<file path="config.mk">
export PLATFORM = sky130hd
export DESIGN_NAME = clk_time_ctrl
export DESIGN_NICKNAME = d
export VERILOG_FILES = /design/src/rtl/clk_time_ctrl.sv
export SDC_FILE = /design/constraint.sdc
export NUM_CORES = 1
export LEC_CHECK = 0
export BUFFER_PORTS_ARGS = -buffer_cell sky130_fd_sc_hd__buf_2
export CAP_MARGIN = 10
export CORE_ASPECT_RATIO = 0.7
export CORE_UTILIZATION = 53
export CTS_BUF_LIST = sky130_fd_sc_hd__clkbuf_4 sky130_fd_sc_hd__clkbuf_8
export DETAILED_ROUTE_END_ITERATION = 8
export PLACE_DENSITY = 0.76
export SYNTH_ARGS = -nofsm -noshare
export SYNTH_HDL_FRONTEND = slang
export SYNTH_SLANG_ARGS = --single-unit
</file>
<file path="constraint.sdc">
create_clock -name clk -period 2.3 [get_ports clk]
set_input_delay 0.23 -clock clk [delete_from_list [all_inputs] [get_ports clk]]
set_output_delay 0.23 -clock clk [all_outputs]
set_load 0.02 [all_outputs]
</file>
<file path="src/rtl/clk_time_ctrl.sv">
// Time-of-day controller: debounced MODE/UP keys, HH:MM:SS counter and a set-mode FSM.
// Define CLK_ALARM_EN to add the SET_ALARM state and the al_hour/al_min/alarm_out outputs.
module clk_time_ctrl #(
  parameter int HOUR_MAX = 23,
  parameter int MIN_MAX  = 59,
  parameter int SEC_MAX  = 59
`ifdef CLK_ALARM_EN
  ,
  parameter int ALARM_TICKS = 30
`endif
) (
  input  logic       clk,
  input  logic       rst,
  input  logic       en_sec,
  input  logic       deb_clk,
  input  logic       key_mode,
  input  logic       key_up,
  output logic [4:0] hour,
  output logic [5:0] min,
  output logic [5:0] sec,
  output logic [1:0] mode,
  output logic       blink
`ifdef CLK_ALARM_EN
  ,
  output logic [4:0] al_hour,
  output logic [5:0] al_min,
  output logic       alarm_out
`endif
);

  typedef enum logic [1:0] {
    S_RUN   = 2'd0,
    S_HOUR  = 2'd1,
    S_MIN   = 2'd2,
    S_ALARM = 2'd3
  } state_t;

  localparam logic [4:0] H_LAST = 5'(HOUR_MAX);
  localparam logic [5:0] M_LAST = 6'(MIN_MAX);
  localparam logic [5:0] S_LAST = 6'(SEC_MAX);

  logic deb_q_reg;
  logic deb_tick;

  always_ff @(posedge clk) begin
    if (rst) deb_q_reg <= 1'b0;
    else     deb_q_reg <= deb_clk;
  end

  assign deb_tick = deb_clk & ~deb_q_reg;

  logic [1:0] keys;
  logic [1:0] press;
  logic       mode_press;
  logic       up_press;

  assign keys = {key_up, key_mode};

  // Per key: 2-FF sync, sample on deb_tick, accept a level after two agreeing samples.
  genvar gi;
  generate
    for (gi = 0; gi < 2; gi++) begin : g_key
      logic sync1_reg, sync2_reg, samp_reg, stable_reg, press_reg;

      always_ff @(posedge clk) begin
        if (rst) begin
          sync1_reg  <= 1'b0;
          sync2_reg  <= 1'b0;
          samp_reg   <= 1'b0;
          stable_reg <= 1'b0;
          press_reg  <= 1'b0;
        end else begin
          sync1_reg <= keys[gi];
          sync2_reg <= sync1_reg;
          press_reg <= 1'b0;
          if (deb_tick) begin
            samp_reg <= sync2_reg;
            if (sync2_reg == samp_reg) begin
              stable_reg <= sync2_reg;
              press_reg  <= sync2_reg & ~stable_reg;
            end
          end
        end
      end

      assign press[gi] = press_reg;
    end
  endgenerate

  assign mode_press = press[0];
  assign up_press   = press[1];

  state_t     state_reg;
  logic [4:0] hour_reg;
  logic [5:0] min_reg;
  logic [5:0] sec_reg;
  logic       blink_reg;

  logic       sec_last, min_last, hour_last;
  logic [4:0] hour_inc;
  logic [5:0] min_inc, sec_inc;
  logic [4:0] run_hour_next;
  logic [5:0] run_min_next, run_sec_next;

  always_comb begin
    sec_last      = (sec_reg == S_LAST);
    min_last      = (min_reg == M_LAST);
    hour_last     = (hour_reg == H_LAST);
    hour_inc      = hour_last ? 5'd0 : hour_reg + 5'd1;
    min_inc       = min_last ? 6'd0 : min_reg + 6'd1;
    sec_inc       = sec_last ? 6'd0 : sec_reg + 6'd1;
    run_sec_next  = sec_inc;
    run_min_next  = sec_last ? min_inc : min_reg;
    run_hour_next = (sec_last && min_last) ? hour_inc : hour_reg;
  end

`ifdef CLK_ALARM_EN
  localparam int ACW = (ALARM_TICKS > 2) ? $clog2(ALARM_TICKS) : 1;

  logic [4:0]     al_hour_reg;
  logic [5:0]     al_min_reg;
  logic           alarm_reg;
  logic [ACW-1:0] al_cnt_reg;
  logic           al_match;

  assign al_match = (run_hour_next == al_hour_reg) && (run_min_next == al_min_reg) &&
                    (run_sec_next == 6'd0);
`endif

  // Mode key always wins over UP and over the seconds tick in the same cycle.
  always_ff @(posedge clk) begin
    if (rst) begin
      state_reg <= S_RUN;
      hour_reg  <= '0;
      min_reg   <= '0;
      sec_reg   <= '0;
      blink_reg <= 1'b0;
`ifdef CLK_ALARM_EN
      al_hour_reg <= '0;
      al_min_reg  <= '0;
`endif
    end else begin
      case (state_reg)
        S_RUN: begin
          blink_reg <= 1'b0;
          if (mode_press) begin
            state_reg <= S_HOUR;
            blink_reg <= 1'b1;
          end else if (en_sec) begin
            sec_reg  <= run_sec_next;
            min_reg  <= run_min_next;
            hour_reg <= run_hour_next;
          end
        end
        S_HOUR: begin
          if (mode_press) begin
            state_reg <= S_MIN;
            blink_reg <= 1'b1;
          end else begin
            if (up_press) hour_reg <= hour_inc;
            if (deb_tick) blink_reg <= ~blink_reg;
          end
        end
        S_MIN: begin
          if (mode_press) begin
            sec_reg <= '0;
`ifdef CLK_ALARM_EN
            state_reg <= S_ALARM;
            blink_reg <= 1'b1;
`else
            state_reg <= S_RUN;
            blink_reg <= 1'b0;
`endif
          end else begin
            if (up_press) min_reg <= min_inc;
            if (deb_tick) blink_reg <= ~blink_reg;
          end
        end
`ifdef CLK_ALARM_EN
        S_ALARM: begin
          if (mode_press) begin
            state_reg <= S_RUN;
            blink_reg <= 1'b0;
          end else begin
            if (up_press) begin
              al_min_reg <= (al_min_reg == M_LAST) ? 6'd0 : al_min_reg + 6'd1;
              if (al_min_reg == M_LAST)
                al_hour_reg <= (al_hour_reg == H_LAST) ? 5'd0 : al_hour_reg + 5'd1;
            end
            if (deb_tick) blink_reg <= ~blink_reg;
          end
        end
`endif
        default: begin
          state_reg <= S_RUN;
          blink_reg <= 1'b0;
        end
      endcase
    end
  end

`ifdef CLK_ALARM_EN
  always_ff @(posedge clk) begin
    if (rst) begin
      alarm_reg  <= 1'b0;
      al_cnt_reg <= '0;
    end else if (state_reg != S_RUN || mode_press || up_press) begin
      alarm_reg  <= 1'b0;
      al_cnt_reg <= '0;
    end else if (en_sec) begin
      if (al_match) begin
        alarm_reg  <= 1'b1;
        al_cnt_reg <= '0;
      end else if (alarm_reg) begin
        if (al_cnt_reg == ACW'(ALARM_TICKS - 1)) alarm_reg <= 1'b0;
        else                                     al_cnt_reg <= al_cnt_reg + 1'b1;
      end
    end
  end

  assign al_hour   = al_hour_reg;
  assign al_min    = al_min_reg;
  assign alarm_out = alarm_reg;
`endif

  assign hour  = hour_reg;
  assign min   = min_reg;
  assign sec   = sec_reg;
  assign mode  = state_reg;
  assign blink = blink_reg;

endmodule
</file>
==> run metrics, run 1 <==
number of clock sinks 31; floorplan die height 45.56 microns; Resized cells post-CTS 0; Arrival @ worst endpoint 2.21 ns; Post-synth ARST share 0; synthesized flop and latch total 31; number of H-tree levels 2; Yosys warning total 0; setup total negative slack 0 ns; Post-CTS Repair Setup Buffers 0; length of the first detailed-routing pass in iterations 4; category of cells accounting for the largest share of critical-path delay simple AND/OR/NAND/NOR gates; post-route antenna net violation count 0; Total Die Area 0.002926 sq mm; number of antenna repair diodes 0; hold violation total from the final report 0; required time of the worst setup path 2.51 ns; I/O pin total 26; Max Fclk 0.4989 GHz; Avg WL per Cell 12.31 microns; count of buffers inserted at the top-level ports 25; Initial Utilization 0.5711; pin count of the biggest net entering global routing 28; FP Rows 15; layout cells sized above 1 0.2337; pwr/cell area 648.1 mW/mm^2; Crit. path cell count 6; post-route minimum period 2.005 ns; cts-stage hold buffer count 0; Worst path slowest cell sky130_fd_sc_hd__or4_1; post-synthesis average cell area 9.091 sq um; count of maximum capacitance violations 0; predominant post-synthesis flop cell sky130_fd_sc_hd__dfxtp_1; RSZ-0062 raised after global routing false; endpoint kind of the worst setup timing path flop; maximum fanout encountered on the critical timing path 8; most frequent cells in the layout sky130_fd_sc_hd__dfxtp_1 (31), sky130_fd_sc_hd__buf_2 (25), sky130_fd_sc_hd__nand2_1 (17); post-layout net count 192; crit path cell chain ha_1 > nand3b_4 > nor4_2 > o21ai_2 > or4_1 > a21oi_1; number of synthesized flops with an enable pin 0; Slew Viols, Final 0; vias in the first global route 1030; class of the most critical hold timing path input port to flop; clock transition time at the flip-flop clock pins of the worst setup and hold paths 0.07 ns; clock skew after layout 0.008378 ns; Clk Latency, worst-skew pair 0.28 ns; biggest cell delay along the critical path 0.51 ns; Chip Width 64.22 microns; iteration-0 DRC count of the detailed router 52; clock root buffer sky130_fd_sc_hd__clkbuf_8; first-pass GRT wire length 4443 microns; global route total overflow 0; TritonCTS clock tree yes; post-synthesis to final-layout area growth 15.59%; Placer Congestion 0.8906; FF-to-FF path depth 6; number of buffers created by CTS 5; Post-Syn Nets 167; number of buffers and inverters on the critical path 0; WL final 2683 microns; Final setup viols 0; cell leakage power 0.7667 nW; vias per cell 5.381; combined area of all synthesized cells 0.001436 sq mm; initial antenna violation count 0; drt drc 0; core area 0.002515 sq mm; routed vias 1173; buffer depth of the longest clock path 2; Final Power 1.076 mW; outcome complete, no violations; crit path kind flop to flop; pin slew with the least headroom to its limit 0.4882 ns; number of cells on the worst hold path 2; leading cell type in the layout, fill and taps excluded sky130_fd_sc_hd__dfxtp_1; Max-Slew Margin vs Limit 0.6745; period utilisation layout 0.8715; crit path launch type flop; Peak VDD IR 0.0003978 V; all-layer global routing usage 0.2031; half-perimeter wire length of the detailed placement result 1864 microns; Cells after Synth 158; Distinct cells, synth 39; sequential element share of the synthesized area 0.4321
[cell usage after synthesis, types with 3 or more instances]
cell | n | area [sq um]
sky130_fd_sc_hd__nor2b_1 | 8 | 50.05
sky130_fd_sc_hd__ha_1 | 3 | 37.54
sky130_fd_sc_hd__a21oi_1 | 16 | 80.08
sky130_fd_sc_hd__nand3_1 | 5 | 25.02
sky130_fd_sc_hd__and3_1 | 4 | 25.02
sky130_fd_sc_hd__dfxtp_1 | 31 | 620.6
sky130_fd_sc_hd__nand2b_1 | 3 | 18.77
sky130_fd_sc_hd__xor2_1 | 5 | 43.79
sky130_fd_sc_hd__xnor2_1 | 3 | 26.28
sky130_fd_sc_hd__o21ai_0 | 8 | 40.04
sky130_fd_sc_hd__nor2_1 | 16 | 60.06
sky130_fd_sc_hd__nand2_1 | 17 | 63.81
[metrics by stage]
stage	instances	setup WS (ns)	hold WS [ns]	utilization	instance area (sq um)
6_report	218	0.2955	0.1638	0.6602	1660
5_1_grt	218	0.1341	0.1704	0.6602	1660
4_1_cts	218	0.2920	0.1565	0.6602	1660
3_5_place_dp	210	0.3288	0.4369	0.6189	1556
3_3_place_gp	210	0.4003	0.4184	0.6189	1556
2_1_floorplan	158	0.3343	0.3582	-	1436
[kinds of logic after synthesis]
kind of cell,synth area share
buffers and inverters,0.03571
multiplexers,0.006969
adder cells (fa/ha/maj),0.02614
AND/OR/NAND/NOR,0.2988
XOR/XNOR,0.04878
AO/OA/AOI/OAI,0.1516
flip-flops,0.4321
[worst reg2reg max path: stages, from the launching register on]
cell,delay (ns)
sky130_fd_sc_hd__dfxtp_1,0.41
sky130_fd_sc_hd__ha_1,0.27
sky130_fd_sc_hd__nand3b_4,0.09
sky130_fd_sc_hd__nor4_2,0.34
sky130_fd_sc_hd__o21ai_2,0.15
sky130_fd_sc_hd__or4_1,0.51
sky130_fd_sc_hd__a21oi_1,0.15
[routing by layer]
layer	share of wire	wire length, microns	global-route usage
met1	0.48	1295	0.2442
met2	0.46	1239	0.3489
met3	0.047	126	0.07000
met4	0.0078	21	0.06667
met5	0	0	0
[layout make-up]
cell class	count	area [sq um]
fill	215	854.6
multi-input combinational	119	764.5
sequential	31	620.6
timing repair buffer	25	125.1
clock buffer	8	103.9
tap	34	42.54
inverter	1	3.754
[power breakdown]
group          switching, mW  internal (mW)  total [mW]  leakage [nW]
Sequential           0.00602          0.546       0.552         0.251
Clock                  0.193          0.285       0.477        0.0549
Combinational         0.0287         0.0183      0.0470         0.460
[path summary, 6_finish.rpt]
kind                                      start                       endpoint  slack, ns
setup / recovery            min[0]$_SDFFE_PP0P_           hour[3]$_SDFFE_PP0P_       0.30
hold / removal                           key_up  g_key[1].sync1_reg$_SDFF_PP0_       0.16
setup reg to reg            min[0]$_SDFFE_PP0P_           hour[3]$_SDFFE_PP0P_       0.30
hold reg to reg   g_key[1].sync1_reg$_SDFF_PP0_  g_key[1].sync2_reg$_SDFF_PP0_       0.44
Power figures use the tool's default switching activity.
==> run 2, diff against run 1 <==
CORE_MARGIN = 1.5   (was not set)
==> run metrics, run 2 (synthesized netlist as in run 1, its figures left out) <==
Worst path slowest cell sky130_fd_sc_hd__or4_1; number of cells on the worst hold path 2 (unchanged); number of buffers created by CTS 5 (unchanged); Peak VDD IR 0.0004300 V (+8.1%); vias in the first global route 1005 (-2.4%); r2r startpoint min[0]$_SDFFE_PP0P_; I/O pin total 26 (unchanged); TritonCTS clock tree yes; required time of the worst setup path 2.51 ns (about the same); class of the most critical hold timing path input port to flop; met1 layer wirelength in the final routing 1311 microns (+1.2%); all-layer global routing usage 0.1981 (-0.005035); pin count of the biggest net entering global routing 28 (unchanged); WL met2 1215 microns (-1.9%); met3 wirelength from detailed routing 155 microns (+23%); Slew Viols, Final 0 (unchanged); post-route minimum period 1.971 ns (-0.03356 ns); period utilisation layout 0.8569 (-0.01459); clock skew after layout 0.006074 ns (-0.002304 ns); routed vias 1173 (unchanged); clock root buffer sky130_fd_sc_hd__clkbuf_8; fill count 202 (-6.0%); Resized cells post-CTS 0 (unchanged); FP Rows 15 (unchanged); Post-CTS Repair Setup Buffers 0 (unchanged); hold violation total from the final report 0 (unchanged); Register-to-Register Setup Slack 0.33 ns (+0.03 ns); maximum fanout encountered on the critical timing path 8 (unchanged); post-synthesis to final-layout area growth 15.59% (unchanged); most frequent cells in the layout sky130_fd_sc_hd__dfxtp_1 (31), sky130_fd_sc_hd__buf_2 (25), sky130_fd_sc_hd__nand2_1 (17); number of antenna repair diodes 0 (unchanged); endpoint kind of the worst setup timing path flop; worst slack at placement 0.3558 ns (+0.02701 ns); setup total negative slack 0 ns (unchanged); placed instance area 0.001556 sq mm (unchanged); cell leakage power 0.7667 nW (unchanged); cts-stage hold buffer count 0 (unchanged); FF-to-FF path depth 6 (unchanged); Max-Slew Margin vs Limit 0.6690 (-0.005501); floorplan die height 46.56 microns (+2.2%); Placer Congestion 0.8932 (+0.29%); WL final 2733 microns (+1.9%); worst hold path endpoint g_key[0].sync1_reg$_SDFF_PP0_; RSZ-0062 raised after global routing false; leading cell type in the layout, fill and taps excluded sky130_fd_sc_hd__dfxtp_1; global route total overflow 0 (unchanged); first-pass GRT wire length 4388 microns (-1.2%); Chip Width 65.22 microns (+1.6%); Max Fclk 0.5074 GHz (+1.7%); crit path launch type flop; count of buffers inserted at the top-level ports 25 (unchanged); post-layout net count 192 (unchanged); Final setup viols 0 (unchanged); post-route antenna net violation count 0 (unchanged); Avg WL per Cell 12.54 microns (+1.9%); pin slew with the least headroom to its limit 0.4964 ns (+0.008252 ns); Clk Latency, worst-skew pair 0.28 ns (about the same); half-perimeter wire length of the detailed placement result 1900 microns (+1.9%); outcome complete, no violations; vias per cell 5.381 (unchanged); length of the first detailed-routing pass in iterations 4 (unchanged); top sig layer met4; setup ws final 0.3290 ns (+0.03356 ns); crit path cell chain ha_1 > nand3b_4 > nor4_2 > o21ai_2 > or4_1 > a21oi_1; Arrival @ worst endpoint 2.18 ns (-0.03 ns); number of clock sinks 31 (unchanged); pwr/cell area 647.6 mW/mm^2 (about the same); initial antenna violation count 0 (unchanged); iteration-0 DRC count of the detailed router 95 (+83%); final cell utilization of the core 0.6602 (unchanged); number of H-tree levels 2 (unchanged); layout cells sized above 1 0.2337 (unchanged); Initial Utilization 0.5711 (unchanged); biggest cell delay along the critical path 0.51 ns (about the same); post-route worst hold slack 0.1619 ns (-0.001836 ns); RR Endpoint hour[3]$_SDFFE_PP0P_; area of all placed cells without fillers 0.001660 sq mm (unchanged); drt drc 0 (unchanged); crit path kind flop to flop; clock transition time at the flip-flop clock pins of the worst setup and hold paths 0.06 ns (about the same); buffer depth of the longest clock path 2 (unchanged); core area 0.002515 sq mm (unchanged); HP Start key_mode; Total Die Area 0.003036 sq mm (+3.8%); count of maximum capacitance violations 0 (unchanged)
-- run 2: cell counts in the layout (fill, tap and decap cells not counted) --
No cell type changed its count.
-- run 2: worst max-delay path: cells and delay by family (launching register included) --
| family | cells | cell delay [ns] |
|---|---|---|
| simple gates | 3 | 0.93 |
| flops | 1 | 0.41 |
| fa+ha+maj | 1 | 0.26 |
| compound gates | 2 | 0.29 |
-- run 2: stage by stage --
step | power, mW | cells
floorplan | 0.5977 | 158
global placement | 0.6093 | 210
detailed placement | 0.6117 | 210
CTS | 1.084 | 218
global route | 1.111 | 218
finish | 1.075 | 218
-- run 2: worst max-delay path by stage --
stage	start	end	slack, ns	cells after the start
2_1_floorplan	min[0]$_SDFFE_PP0P_	hour[3]$_SDFFE_PP0P_	0.33	6
3_3_place_gp	min[0]$_SDFFE_PP0P_	hour[3]$_SDFFE_PP0P_	0.40	6
3_5_place_dp	min[0]$_SDFFE_PP0P_	hour[3]$_SDFFE_PP0P_	0.36	6
4_1_cts	min[0]$_SDFFE_PP0P_	hour[3]$_SDFFE_PP0P_	0.33	6
5_1_grt	sec[0]$_SDFFE_PP0P_	min[0]$_SDFFE_PP0P_	0.21	6
6_report	min[0]$_SDFFE_PP0P_	hour[3]$_SDFFE_PP0P_	0.33	6
-- run 2: power breakdown --
group          internal, mW  switching (mW)
combinational        0.0182          0.0292
clock                 0.284           0.191
sequential            0.546         0.00654
-- run 2: layer usage --
| layer | vias up | track usage |
|---|---|---|
| li1 | 603 | - |
| met1 | 533 | 0.2407 |
| met2 | 33 | 0.3204 |
| met3 | 4 | 0.07090 |
| met4 | 0 | 0.09167 |
| met5 | - | 0 |
-- run 2: layout make-up --
| cell class | count | area [sq um] | area share |
|---|---|---|---|
| clock buffer | 8 | 103.9 | 0.06255 |
| inverter | 1 | 3.754 | 0.002261 |
| multi-input combinational | 119 | 764.5 | 0.4604 |
| sequential | 31 | 620.6 | 0.3738 |
| tap | 34 | 42.54 | 0.02562 |
| timing repair buffer | 25 | 125.1 | 0.07536 |
==> run 3, diff against run 2 <==
ABC_AREA = 1   (was not set)
==> run metrics, run 3 <==
pwr/cell area 593.2 mW/mm^2 (-8.4%); Avg WL per Cell 10.66 microns (-15%); crit path launch type flop; Final setup viols 0 (unchanged); most frequently used cell type in the post-synthesis netlist sky130_fd_sc_hd__nand2_1; FP Rows 15 (unchanged); biggest cell delay along the critical path 0.42 ns (-0.09 ns); post-synthesis to final-layout area growth 15.87%; category of cells accounting for the largest share of critical-path delay simple AND/OR/NAND/NOR gates; Distinct cells, synth 24 (-38%); TritonCTS clock tree yes; synthesized flop and latch total 31 (unchanged); number of buffers created by CTS 5 (unchanged); sequential element share of the synthesized area 0.4099 (-0.02214); fill count 232 (+15%); Clk Latency, worst-skew pair 0.28 ns (about the same); Peak VDD IR 0.0004260 V (-0.94%); combined area of all synthesized cells 0.001514 sq mm (+5.4%); floorplan die height 47.72 microns (+2.5%); number of H-tree levels 2 (unchanged); RSZ-0062 raised after global routing false; Placer Congestion 0.7854 (-12%); length of the first detailed-routing pass in iterations 4 (unchanged); predominant post-synthesis flop cell sky130_fd_sc_hd__dfxtp_1; Resized cells post-CTS 0 (unchanged); top cell type by total area after synthesis sky130_fd_sc_hd__dfxtp_1; Chip Width 66.88 microns (+2.5%); Post-synth ARST share 0 (unchanged); WL final 2941 microns (+7.6%); clock skew after layout 0.006127 ns (+0.00005271 ns); Worst path slowest cell sky130_fd_sc_hd__dfxtp_1; drt drc 0 (unchanged); cts-stage hold buffer count 0 (unchanged); top post-synthesis cells by count sky130_fd_sc_hd__nand2_1 (45), sky130_fd_sc_hd__dfxtp_1 (31); setup total negative slack 0 ns (unchanged); Initial Utilization 0.5845 (+0.01340); number of clock sinks 31 (unchanged); required time of the worst setup path 2.51 ns (about the same); Max-Slew Margin vs Limit 0.6893 (+0.02025); area share of the largest cell type after synthesis 0.4099 (-0.02214); first-pass GRT wire length 4919 microns (+12%); post-route minimum period 1.583 ns (-0.3885 ns); clock transition time at the flip-flop clock pins of the worst setup and hold paths 0.06 ns (about the same); footprint of the multi-input gates 775.7 sq um (+1.5%); iteration-0 DRC count of the detailed router 102 (+7.4%); Yosys warning total 0 (unchanged); hold violation total from the final report 0 (unchanged); vias in the first global route 1105 (+10%); post-synthesis average cell area 7.108 sq um (-22%); vias per cell 5.036 (-6.4%); number of placed instances with taps included 268 (+28%); number of synthesized flops with an enable pin 0 (unchanged); clock root buffer sky130_fd_sc_hd__clkbuf_8; Max Fclk 0.6319 GHz (+25%); Post-CTS Repair Setup Buffers 0 (unchanged); crit path cell chain ha_1 > nand3_1 > nor2_4 > nand2_2 > nand2_2 > nand2_2 > nand2_1 > nand2_1 > nor2_1; buffer depth of the longest clock path 2 (unchanged); Slew Viols, Final 0 (unchanged); count of maximum capacitance violations 0 (unchanged); core area 0.002590 sq mm (+3.0%); post-route antenna net violation count 0 (unchanged); all-layer global routing usage 0.2092 (+0.01117); pin count of the biggest net entering global routing 27 (-3.6%); post-layout net count 250 (+30%); library cell appearing most often on the critical path sky130_fd_sc_hd__nand2_2; pin slew with the least headroom to its limit 0.4661 ns (-0.03038 ns); Total Die Area 0.003191 sq mm (+5.1%); period utilisation layout 0.6880 (-0.1689); Arrival @ worst endpoint 1.79 ns (-0.39 ns); Post-Syn Nets 222 (+33%); outcome complete, no violations; routed vias 1390 (+18%); area of all placed cells without fillers 0.001754 sq mm (+5.7%); worst slack at placement 0.7483 ns (+0.3925 ns); class of the most critical hold timing path input port to flop; setup ws final 0.7175 ns (+0.3885 ns); crit path kind flop to flop; half-perimeter wire length of the detailed placement result 2085 microns (+9.7%); cell leakage power 0.7796 nW (+1.7%); most frequent cells in the layout sky130_fd_sc_hd__nand2_1 (45), sky130_fd_sc_hd__dfxtp_1 (31), sky130_fd_sc_hd__buf_2 (25); fin cells 276 (+27%); leading cell type in the layout, fill and taps excluded sky130_fd_sc_hd__nand2_1; placed instance area 0.001665 sq mm (+7.0%); layout cells sized above 1 0.2066 (-0.02708); Cells after Synth 213 (+35%); I/O pin total 26 (unchanged); global route total overflow 0 (unchanged); initial antenna violation count 0 (unchanged); count of buffers inserted at the top-level ports 25 (unchanged); number of antenna repair diodes 0 (unchanged); endpoint kind of the worst setup timing path flop; cell types with the largest area share after synthesis sky130_fd_sc_hd__dfxtp_1 (41%), sky130_fd_sc_hd__nand2_1 (11%), sky130_fd_sc_hd__a21oi_1 (7.3%), sky130_fd_sc_hd__nand3_1 (7.3%), sky130_fd_sc_hd__inv_1 (5.5%); number of buffers and inverters on the critical path 0 (unchanged); maximum fanout encountered on the critical timing path 6 (-2); combined flip-flop and latch cell area 620.6 sq um (unchanged); post-route worst hold slack 0.1532 ns (-0.008757 ns)
## run 3: per-layer routing
metal | wire, microns | up-vias | GRT usage
li1 | - | 745 | -
met1 | 1567 | 614 | 0.2905
met2 | 1226 | 26 | 0.3200
met3 | 123 | 5 | 0.06353
met4 | 23 | 0 | 0.06122
met5 | 0 | - | 0
## run 3: worst paths after layout
kind | startpoint | endpoint | slack [ns] | depth (start not counted)
setup / recovery | min[0]$_SDFFE_PP0P_ | hour[1]$_SDFFE_PP0P_ | 0.72 | 9
hold / removal | key_up | g_key[1].sync1_reg$_SDFF_PP0_ | 0.15 | 3
setup reg to reg | min[0]$_SDFFE_PP0P_ | hour[1]$_SDFFE_PP0P_ | 0.72 | 9
hold reg to reg | g_key[1].sync1_reg$_SDFF_PP0_ | g_key[1].sync2_reg$_SDFF_PP0_ | 0.40 | 2
## run 3: area by class of cell
cell class	count	share of cell area
multi-input cells	151	0.4422
flip-flops and latches	31	0.3538
repair buffers	25	0.07133
inverters	27	0.05777
clock buffers	6	0.04351
well taps	34	0.02425
clock inverters	2	0.007133
## run 3: cell families (layout without fill, tap and decap cells)
logic type / count (synthesis) / after routing / share of synthesized area
AND/OR/NAND/NOR: 109 / 109 / 0.3380
AO/OA/AOI/OAI: 32 / 32 / 0.1091
flip-flops: 31 / 31 / 0.4099
buffers and inverters: 31 / 60 / 0.07768
XOR/XNOR: 7 / 7 / 0.04050
adder cells (fa/ha/maj): 3 / 3 / 0.02480
## run 3: where the power goes
part | switching [mW] | internal [mW] | leakage (nW) | total, mW
logic | 0.0405 | 0.0205 | 0.483 | 0.0611
registers | 0.00856 | 0.548 | 0.252 | 0.557
clock network | 0.200 | 0.223 | 0.0446 | 0.423
## run 3: metrics by stage
step           utilization  total power [mW]
3_5_place_dp        0.6430            0.6301
6_report            0.6773             1.041
4_1_cts             0.6773             1.052
2_1_floorplan            -            0.6130
3_3_place_gp        0.6430            0.6287
5_1_grt             0.6773             1.087
## run 3: tightest hold or removal path: cells and delay by family
| family | cells | cell delay [ns] |
|---|---|---|
| buffers and inverters | 2 | 0.10 |
| AND/OR/NAND/NOR | 1 | 0.06 |
